[config.mk]
export PLATFORM = sky130hd
export DESIGN_NAME = twoof5_scan_ctrl
export DESIGN_NICKNAME = d
export VERILOG_FILES = /design/src/rtl/twoof5_scan_ctrl.sv
export SDC_FILE = /design/constraint.sdc
export NUM_CORES = 1
export LEC_CHECK = 0
export BUFFER_PORTS_ARGS = -buffer_cell sky130_fd_sc_hd__buf_4
export CAP_MARGIN = 10
export CELL_PAD_IN_SITES_DETAIL_PLACEMENT = 2
export CELL_PAD_IN_SITES_GLOBAL_PLACEMENT = 2
export CORE_ASPECT_RATIO = 0.5
export CORE_MARGIN = 1
export CORE_UTILIZATION = 41
export CTS_CLUSTER_SIZE = 20
export DETAILED_ROUTE_END_ITERATION = 16
export PLACE_DENSITY = 0.82
export SYNTH_ARGS = -nofsm -noshare
export SYNTH_HDL_FRONTEND = slang
export SYNTH_SLANG_ARGS = --single-unit
export TNS_END_PERCENT = 20
[constraint.sdc]
create_clock -name clk_i -period 3.6 [get_ports clk_i]
set_input_delay 0.36 -clock clk_i [delete_from_list [all_inputs] [get_ports clk_i]]
set_output_delay 0.36 -clock clk_i [all_outputs]
set_load 0.05 [all_outputs]
[src/rtl/twoof5_scan_ctrl.sv]
// twoof5_scan_ctrl
// Time-multiplexed scan controller for a 2-of-5 seven-segment display.
// Holds one 5-bit 2-of-5 code per digit and validates each code as it is
// written. Drives one stored code at a time on the shared E1..E5 bus, with
// a one-hot digit enable and a blank gap between digits to avoid ghosting.
//
// Ports
//   clk_i        system clock, rising edge
//   rst_ni       asynchronous active-low reset
//   en_i         scan enable
//   load_i       write strobe for one digit code
//   digit_idx_i  target digit for load_i
//   code_in_i    2-of-5 code, bit4=E1 .. bit0=E5
//   load_ack_o   one-cycle pulse after an accepted load
//   code_out_o   shared bus to the segment decoders, bit4=E1 .. bit0=E5
//   digit_sel_o  one-hot active-high digit enable
//   blank_o      high when no digit is lit
//   err_o        per-digit sticky "invalid code stored" flag
//
// State table
//   state   | meaning
//   S_OFF   | scan disabled, outputs blank
//   S_BLANK | inter-digit gap, outputs blank for GAP cycles
//   S_DRIVE | current digit driven for PRESCALE cycles (blank if invalid)

module twoof5_scan_ctrl #(
   parameter  int DIGITS   = 4,
   parameter  int PRESCALE = 1000,
   parameter  int GAP      = 2,
   localparam int IW       = $clog2(DIGITS)
) (
   input  logic              clk_i,
   input  logic              rst_ni,
   input  logic              en_i,
   input  logic              load_i,
   input  logic [IW-1:0]     digit_idx_i,
   input  logic [4:0]        code_in_i,
   output logic              load_ack_o,
   output logic [4:0]        code_out_o,
   output logic [DIGITS-1:0] digit_sel_o,
   output logic              blank_o,
   output logic [DIGITS-1:0] err_o
);

   localparam int TMAX = (PRESCALE > GAP) ? PRESCALE : GAP;
   localparam int TW   = $clog2(TMAX + 1);

   localparam logic [TW-1:0] GAP_LAST   = TW'(GAP - 1);
   localparam logic [TW-1:0] DRIVE_LAST = TW'(PRESCALE - 1);
   localparam logic [IW-1:0] IDX_LAST   = IW'(DIGITS - 1);
   localparam logic [IW:0]   IDX_LIMIT  = (IW + 1)'(DIGITS);

   typedef enum logic [1:0] {
      S_OFF   = 2'd0,
      S_BLANK = 2'd1,
      S_DRIVE = 2'd2
   } state_t;

   state_t                  state_q, state_d;
   logic [IW-1:0]           idx_q, idx_d;
   logic [TW-1:0]           timer_q, timer_d;
   logic [DIGITS-1:0][4:0]  store_q;
   logic [DIGITS-1:0]       valid_q;
   logic [DIGITS-1:0]       err_q;
   logic                    load_ack_q;
   logic [4:0]              code_out_q;
   logic [DIGITS-1:0]       digit_sel_q;
   logic                    blank_q;

   logic                    load_ok;
   logic                    code_ok;
   logic                    drive_ok;

   // Out-of-range indices only exist when DIGITS is not a power of two.
   assign load_ok  = load_i && ({1'b0, digit_idx_i} < IDX_LIMIT);
   assign code_ok  = ($countones(code_in_i) == 2);

   // Outputs follow the next state but read the code store as it was before
   // this edge, so a write to the driven digit shows up one cycle later.
   assign drive_ok = (state_d == S_DRIVE) && valid_q[idx_d];

   always_comb begin
      state_d = state_q;
      idx_d   = idx_q;
      timer_d = timer_q + TW'(1);
      if (!en_i) begin
         state_d = S_OFF;
         idx_d   = '0;
         timer_d = '0;
      end else begin
         case (state_q)
            S_OFF: begin
               state_d = S_BLANK;
               idx_d   = '0;
               timer_d = '0;
            end
            S_BLANK: begin
               if (timer_q == GAP_LAST) begin
                  state_d = S_DRIVE;
                  timer_d = '0;
               end
            end
            S_DRIVE: begin
               // Slot length is fixed whether or not the digit is valid.
               if (timer_q == DRIVE_LAST) begin
                  state_d = S_BLANK;
                  timer_d = '0;
                  idx_d   = (idx_q == IDX_LAST) ? '0 : idx_q + IW'(1);
               end
            end
            default: begin
               state_d = S_OFF;
               idx_d   = '0;
               timer_d = '0;
            end
         endcase
      end
   end

   always_ff @(posedge clk_i or negedge rst_ni) begin
      if (!rst_ni) begin
         state_q     <= S_OFF;
         idx_q       <= '0;
         timer_q     <= '0;
         store_q     <= '0;
         valid_q     <= '0;
         err_q       <= '0;
         load_ack_q  <= 1'b0;
         code_out_q  <= '0;
         digit_sel_q <= '0;
         blank_q     <= 1'b1;
      end else begin
         state_q    <= state_d;
         idx_q      <= idx_d;
         timer_q    <= timer_d;
         load_ack_q <= load_ok;

         if (load_ok) begin
            store_q[digit_idx_i] <= code_in_i;
            valid_q[digit_idx_i] <= code_ok;
            err_q[digit_idx_i]   <= !code_ok;
         end

         if (drive_ok) begin
            digit_sel_q <= DIGITS'(1) << idx_d;
            code_out_q  <= store_q[idx_d];
            blank_q     <= 1'b0;
         end else begin
            digit_sel_q <= '0;
            code_out_q  <= '0;
            blank_q     <= 1'b1;
         end
      end
   end

   assign load_ack_o  = load_ack_q;
   assign code_out_o  = code_out_q;
   assign digit_sel_o = digit_sel_q;
   assign blank_o     = blank_q;
   assign err_o       = err_q;

endmodule

## After elaboration in Yosys (flattened, before gate mapping)

Index checks and enable logic that the tools add are counted.

- Register bits after elaboration: 53
- Bits in latches: 0
- Bits in writable memories: 0
- Bits in read-only memories: 0
- Bits of input ports: 11
- Output and inout port bits: 15
- Memories kept: 0

- Add/sub/neg operators: 6
- Multipliers: 0
- Div/mod/pow operators: 0
- Magnitude comparators: 3
- Equality and inequality tests: 7
- Shifts and indexed selects: 1
- Mux-type cells: 26
- Bitwise logic cells: 0
- Reduce and logical (&&, ||, !) cells: 4

Operator list:

| cell | count |
|---|---|
| $mux 10 | 3 |
| $bwmux 20 | 1 |
| $pmux 10 s2 | 1 |
| $mux 5 | 3 |
| $mux 2 | 6 |
| $add 10x1->10 const B | 1 |
| $bmux 5 s2 | 1 |
| $demux 5 s2 | 1 |
| $eq 10x1->1 const B | 1 |
| $eq 10x10->1 const B | 1 |
| $bwmux 4 | 2 |
| $eq 2x2->1 const B | 3 |
| $lt 2x3->1 const B | 2 |
| $pmux 2 s3 | 1 |
| $add 1x1->2 | 2 |
| $add 3x1->4 | 1 |
| $eq 4x2->1 const B | 1 |
| $mux 4 | 1 |
| $pmux 2 s2 | 1 |
| $shl 1x2->4 const A | 1 |
| $add 2x2->3 | 1 |
| $mux 1 | 3 |
| $add 2x1->2 const B | 1 |
| $bmux 1 s2 | 1 |
| other kinds (6) | 7 |

## Longest topological paths before layout

Gate-level depths: netlist (run 1).

- Depth after elaboration: 9
- Mapped depth: 10
- Gate-level depth less buffers: 9

## Worst setup path before layout (run 1)

No wires, ideal clock.

- Path kind: register to register
- Start point: register timer_q[0]
- End point: register code_out_q[0], in the netlist code_out_o[0]
- Library setup time: 0.078 ns
- Arrival time: 2.113 ns
- Data required time: 3.522 ns
- Slack: 1.409 ns
- Stages on the path, launching flop included: 9
- Period minus slack after synthesis: 2.191 ns
- Cell sequence: dfrtp_1 ha_1 and3_1 and3b_1 buf_6 a211o_1 a211o_1 a221o_1 a21oi_1

- Word-level cells in the longest chain between the ends: 8
- Elaborated cells on any way between the ends: 16
- Those cells by class: eq/ne: 3; mux: 12; reduce/logical: 1

Ends and longest elaborated chain:

| what | RTL line | text |
|---|---|---|
| start: declaration | 61 | `logic [TW-1:0] timer_q, timer_d;` |
| start signal: assignment | 135 | `timer_q <= timer_d;` |
| $eq 10x10->1 | 105 | `if (timer_q == DRIVE_LAST) begin` |
| $mux 2 | 105 |  |
| $pmux 2 s2 | 91 | `case (state_q)` |
| $mux 2 | 86 | `if (!en_i) begin` |
| $bmux 1 s2 | 80 | `assign drive_ok = (state_d == S_DRIVE) && valid_q[idx_d];` |
| $mux 1 (not written as such) | 80 |  |
| $logic_and 1x1->1 | 80 |  |
| $mux 5 (*) | 144 | `if (drive_ok) begin` |
| end signal: assignment | 146 | `code_out_q <= store_q[idx_d];` |
| end: declaration | 66 | `logic [4:0] code_out_q;` |

Mark *: on every way between the ends. The rest lies on a longest branch, timed or not. The select of a mux whose other input is x is not followed.
A chain may end at the register's enable or synchronous reset.

## Worst setup path after layout (run 1)

Same ends and word-level chain as after synthesis.

==> out/results.tsv, run 1 <==
stage	metric	value	unit
run_status	outcome	complete, no violations	
placed_design	place.gp.congestion	0.779	
clock_tree	postCtsSetupBuffers	0	
floorplanning	core_area	5630	um^2
clock_tree	post_cts_resized	0	
critical_path	cp_slowest_cell	mux2i_2	
sta	skew	0.00502	ns
synth	synth_top_flop_cell	dfrtp_1	
pwr	p_switching	0.000409	W
critical_path	crit_fanout	9	
critical_path	r2r_start	timer_q[0]	
critical_path	rrSetupSlack	0.91	ns
critical_path	crit_family	compound AO/OA/AOI/OAI gates	
clock_tree	cts_max_level	2	
routing	postRouteAntennaNets	0	
pwr	combPwrFrac	14.5	%
critical_path	cpPeakStageDelay	0.57	ns
sta	max_slew_margin	53.9	%
critical_path	crit_required	3.81	ns
synth	ys_seq_area_share	53.9	%
sta	rsz0062_at_grt	false	
synth	ys_warn_count	0	
floorplanning	start_util	43.7	%
placed_design	place_area	2720	um^2
grt	grt_pass1_vias	2085	
finish	fillers	579	
floorplanning	pin_count	26	
pwr	p_seq_share	48.5	%
routing	wire_per_inst	20.4	um
pwr	p_int	0.00106	W
clock_tree	cts_buffers	5	
synth	yosys-top-cells-area	dfrtp_1 (53%), nand2_1 (4.1%), ha_1 (4.1%), mux2_2 (3.7%), o21ai_0 (2.8%)	
pwr	p_total	0.00147	W
min_path	min_path_type	in -> async	
grt	grt_max_degree	54	
routing	drt-pass1-iter-count	4	
synth	synth_top_area_share	52.9	%
routing	drc	0	
synth	syn_area	2460	um^2
sta	finalHoldViolCount	0	
sta	fin_crit_sh	74.6	%
synth	synth_edf_count	0	
critical_path	endpoint_kind	register	
routing	drtIter0Drc	104	
floorplanning	dieArea	6340	um^2
critical_path	start_kind	register	
finish	fin_nets	279	
finish	final_cell_mix	dfrtp_1 (52), nand2_1 (27), buf_4 (26), inv_1 (16), nor2_1 (15)	
critical_path	crit_chain	ha_1, and3_1, and3b_1, mux2i_2, o21ai_1, a221o_1, a21oi_1	
floorplanning	num_rows	19	
synth	syn_nets	252	
sta	tns	0	ns
finish	area_delta_synth_final	17.0	%
clock_tree	clkTransAtPathRegs	0.07	ns
synth	ys_async_sr_fraction	100	%
floorplanning	die_h	56.8	um
grt	grt_overflow	0	
run	cap_violations	0	
pwr	p_clk_share	37.1	%
critical_path	crit_start	timer_q[0]	
clock_tree	clkLatencyLatePin	0.29	ns
pwr	ir_worst_vdd	0.303	mV
pwr	swShare	27.8	%
clock_tree	cts_tree	yes	
grt	antenna_found_initial	0	
critical_path	arrival	2.90	ns
finish	drive_above_1_share	17.8	%
clock_tree	cts_root_buf	clkbuf_16	
clock_tree	cts_hold_buf	0	
sta	fmax	0.372	GHz
grt	track_usage	24.1	%
pwr	p_leak	1.34	nW
sta	worst_slew_pin_slew	0.692	ns
synth	ys_ff_latch	53	
critical_path	path_buf_inv	0	
sta	layout_min_cycle_time	2.69	ns
critical_path	crit_type	reg -> reg	
finish	design_area	2880	um^2
sta	finalSetupViolations	0	
placed_design	port-buffer-count	25	
grt	grt_pass1_wl	11300	um
routing	wirelength	6750	um
synth	yosysUniqueCellTypes	43	
placed_design	hpwl	4760	um
clock_tree	cts_buffer_depth	2	
finish	num_antenna_cells	0	
finish	layout.cells.most_common	dfrtp_1	
synth	synth.avg_cell_area	10.7	um^2
floorplanning	dieWidth	112	um
synth	synth_area_leader_cell	dfrtp_1	
clock_tree	clock-sinks	53	
sta	slew_viol_final	0	
routing	vias	1850	
routing	routed_via_density	5.59	
synth	synth_cells	231	
pwr	power_density	511	nW/um^2
==> Yosys cell counts, types with 2 or more instances <==
cell type  number
and3_1          6
a211o_1         2
o21ai_0        14
a21oi_1        10
dfrtp_1        52
xnor2_1         4
nand3b_1        3
inv_1          16
a22oi_1         5
nand3_1         9
xor2_1          3
a21o_1          8
nor2_1         15
mux2i_1         2
fa_1            2
mux2_2          8
nand2_1        27
ha_1            8
o21ai_1         7
nor3_1          4
clkbuf_1        4
==> cell families after synthesis <==
| group | Yosys count | synth area share, % |
|---|---|---|
| simple gates | 73 | 14.3 |
| compound gates | 54 | 14.7 |
| mux | 11 | 5.03 |
| flops | 53 | 53.9 |
| buf+inv | 23 | 3.86 |
| xor+xnor | 7 | 2.49 |
| fa+ha+maj | 10 | 5.69 |
==> through the flow <==
| step | setup WS, ns | instances | hold WS [ns] | util, % |
|---|---|---|---|---|
| finish | 0.914 | 331 | 0.100 | 51.1 |
| global route | 0.745 | 331 | 0.152 | 51.1 |
| CTS | 0.917 | 331 | 0.133 | 51.1 |
| detailed placement | 0.951 | 324 | 0.448 | 48.2 |
| global placement | 1.14 | 324 | 0.433 | 48.2 |
| floorplan | 1.41 | 231 | 0.0644 | - |
==> power by group through the flow <==
stage / combinational, W / clock [W] / sequential [W]
final: 0.000213 / 0.000545 / 0.000713
after global routing: 0.000232 / 0.000575 / 0.000719
after CTS: 0.000216 / 0.000556 / 0.000712
after detailed placement: 0.000210 / 0 / 0.000722
after global placement: 0.000195 / 0 / 0.000716
after floorplan: 0.0000938 / 0 / 0.000739
==> registers in the layout, summed over array words and instances (netlist names) <==
| signal | cells |
|---|---|
| err_o | 4 |
| digit_sel_o | 4 |
| idx_q | 2 |
| store_q | 20 |
| blank_o | 1 |
| state_q | 2 |
| load_ack_o | 1 |
| valid_q | 4 |
| timer_q | 10 |
| code_out_o | 5 |
==> layer usage <==
layer	GRT usage, %	vias up	part of all wire (%)
met4	7.14	0	1.6
li1	-	848	-
met3	4.97	9	2.6
met5	0	-	0
met1	31.3	969	47
met2	40.9	24	49
==> final cells by class <==
| type | instances | area, um^2 | share of cell area [%] |
|---|---|---|---|
| clock buffers | 5 | 125 | 4.34 |
| clock inverters | 2 | 38.8 | 1.35 |
| inverters | 17 | 63.8 | 2.22 |
| multi-input cells | 155 | 1040 | 36.1 |
| flip-flops and latches | 53 | 1330 | 46.1 |
| well taps | 73 | 91.3 | 3.17 |
| repair buffers | 26 | 195 | 6.78 |
==> worst register-to-register path, cell delays in order, from the launching register on <==
cell	delay, ns
dfrtp_1	0.42
ha_1	0.25
and3_1	0.21
and3b_1	0.36
mux2i_2	0.58
o21ai_1	0.19
a221o_1	0.43
a21oi_1	0.19
==> worst paths after layout <==
path | cells past startpoint | to
max | 7 | code_out_o[0]
min | 1 | timer_q[7]
max reg2reg | 7 | code_out_o[0]
min reg2reg | 1 | err_o[0]
max in group asynchronous | 1 | err_o[1]
min in group clk_i | 1 | load_ack_o
Note: power is estimated with default switching activity, not from simulation.
==> inputs of run 2 (changes only) <==
--- a/config.mk
+++ b/config.mk
@@ -11,10 +11,10 @@
 export CELL_PAD_IN_SITES_GLOBAL_PLACEMENT = 2
 export CORE_ASPECT_RATIO = 0.5
 export CORE_MARGIN = 1
-export CORE_UTILIZATION = 41
+export CORE_UTILIZATION = 38
 export CTS_CLUSTER_SIZE = 20
 export DETAILED_ROUTE_END_ITERATION = 16
-export PLACE_DENSITY = 0.82
+export PLACE_DENSITY = 0.77
 export SYNTH_ARGS = -nofsm -noshare
 export SYNTH_HDL_FRONTEND = slang
 export SYNTH_SLANG_ARGS = --single-unit
==> constraint.sdc (replaced) <==
create_clock -name clk_i -period 2.59 [get_ports clk_i]
set_input_delay 0.259 -clock clk_i [delete_from_list [all_inputs] [get_ports clk_i]]
set_output_delay 0.259 -clock clk_i [all_outputs]
set_load 0.05 [all_outputs]
==> out/results.tsv, run 2 (synthesis gave the netlist of run 1 again) <==
stage	metric	value	unit	change
sta	max_slew_margin	53.4	%	-0.40 points
sta	whs	-0.0101	ns	-0.111 ns
sta	worst_slew_pin_slew	0.698	ns	+0.00606 ns
run_status	violations	negative hold slack		
placed_design	place.gp.congestion	0.774		-0.65%
sta	fin_crit_sh	95.7	%	+21 points
grt	antenna_found_initial	0		unchanged
finish	largest_reg_flops	20		unchanged
finish	fillers	658		+14%
placed_design	dpl_worst_slack	0.148	ns	-0.803 ns
sta	setup_slack	0.111	ns	-0.803 ns
critical_path	rr_worst_depth	7		unchanged
pwr	power_density	676	nW/um^2	+32%
grt	grt_pass1_vias	2076		-0.43%
routing	drtIter0Drc	92		-12%
floorplanning	start_util	40.0	%	-3.7 points
routing	postRouteAntennaNets	0		unchanged
routing	wirelength	6780	um	+0.47%
clock_tree	clkLatencyLatePin	0.31	ns	+0.02 ns
routing	vias	1868		+0.97%
floorplanning	dieWidth	116	um	+3.8%
finish	fin_util	47.8	%	-3.4 points
sta	finalSetupViolations	0		unchanged
critical_path	start_kind	register		
min_path	min_path_type	in -> async		
critical_path	crit_type	reg -> reg		
routing	drt-pass1-iter-count	4		unchanged
finish	ff_latch_area	1330	um^2	unchanged
finish	multi_input_area	1060	um^2	+1.7%
critical_path	path_buf_inv	0		unchanged
clock_tree	clock-sinks	53		unchanged
critical_path	rrSetupSlack	0.11	ns	-0.80 ns
grt	grt_max_degree	54		unchanged
sta	fmax	0.403	GHz	+8.4%
finish	fin_nets	284		+1.8%
finish	design_area	2940	um^2	+2.1%
sta	tns	0	ns	unchanged
finish	num_antenna_cells	0		unchanged
sta	skew	0.00904	ns	+0.00402 ns
clock_tree	postCtsSetupBuffers	0		unchanged
critical_path	cp_slowest_cell	dfrtp_1		
clock_tree	cts_max_level	2		unchanged
critical_path	crit_family	compound AO/OA/AOI/OAI gates		
finish	area_delta_synth_final	19.5	%	
placed_design	port-buffer-count	25		unchanged
critical_path	endpoint_kind	register		
grt	grt_overflow	0		unchanged
floorplanning	pin_count	26		unchanged
run	cap_violations	0		unchanged
critical_path	arrival	2.70	ns	-0.20 ns
run_status	outcome	finished, violations left		
clock_tree	cts_buffer_depth	2		unchanged
floorplanning	num_rows	20		+1
grt	grt_pass1_wl	11200	um	-1.2%
clock_tree	cts_tree	yes		
finish	layout.cells.most_common	dfrtp_1		
clock_tree	cts_hold_buf	0		unchanged
placed_design	place_area	2770	um^2	+2.1%
critical_path	crit_fanout	6		-3
grt	track_usage	22.8	%	-1.2 points
sta	rsz0062_at_grt	false		
floorplanning	core_area	6160	um^2	+9.3%
finish	drive_above_1_share	20.5	%	+2.6 points
pwr	p_leak	1.36	nW	+1.3%
critical_path	crit_required	2.81	ns	-1.00 ns
placed_design	hpwl	4710	um	-1.1%
routing	drc	0		unchanged
floorplanning	die_h	58.9	um	+3.7%
finish	final_cell_mix	dfrtp_1 (52), buf_4 (31), nand2_1 (27), inv_1 (16), nor2_1 (15)		
floorplanning	dieArea	6820	um^2	+7.7%
clock_tree	cts_buffers	5		unchanged
finish	top_register	store_q		
sta	finalHoldViolCount	7		+7
clock_tree	cts_root_buf	clkbuf_16		
critical_path	cpMostUsedCell	a211o_1		
critical_path	crit_chain	ha_1, and3_1, and3b_2, a211o_1, a211o_1, a221o_1, a21oi_1		
routing	wire_per_inst	19.3	um	-5.5%
sta	slew_viol_final	0		unchanged
pwr	ir_worst_vdd	0.272	mV	-10%
clock_tree	clkTransAtPathRegs	0.07	ns	about the same
critical_path	r2r_end	code_out_o[0]		
routing	routed_via_density	5.31		-5.1%
critical_path	r2r_start	timer_q[0]		
critical_path	cpPeakStageDelay	0.43	ns	-0.14 ns
sta	layout_min_cycle_time	2.48	ns	-0.207 ns
## run 2: worst max path at each step
stage          startpoint            end  depth (start not counted)
2_1_floorplan  timer_q[0]  code_out_o[0]                          8
3_3_place_gp   timer_q[0]  code_out_o[3]                          7
3_5_place_dp   timer_q[0]  code_out_o[0]                          7
4_1_cts        timer_q[0]  code_out_o[0]                          7
5_1_grt        timer_q[0]  code_out_o[0]                          7
6_report       timer_q[0]  code_out_o[0]                          7
## run 2: final cells by class
| type | instances | area share, % |
|---|---|---|
| flip-flops and latches | 53 | 45.1 |
| multi-input cells | 155 | 35.9 |
| repair buffers | 31 | 7.91 |
| clock buffers | 5 | 4.26 |
| well taps | 88 | 3.74 |
| inverters | 17 | 2.17 |
| clock inverters | 3 | 0.851 |
## run 2: power by group
group / switching, W / total (W) / internal (W)
combinational: 0.000187 / 0.000297 / 0.000109
clock: 0.000335 / 0.000702 / 0.000366
sequential: 0.0000748 / 0.000989 / 0.000914
total: 0.000598 / 0.00199 / 0.00139
## run 2: repair_timing
item | in CTS | in global routing
gates resized for setup | 0 | 3
setup endpoints to repair | 0 | 4
hold endpoints to repair | 0 | 0
## run 2: metrics by stage
step / instances / total power [W]
detailed placement: 344 / 0.00129
CTS: 352 / 0.00201
floorplan: 231 / 0.00116
global placement: 344 / 0.00127
global route: 352 / 0.00208
finish: 352 / 0.00199
## run 2: layer usage
metal	track usage (%)	wire, um
met1	28.8	3100
met2	39.3	3340
met3	7.21	276
met4	4.21	62
met5	0	0
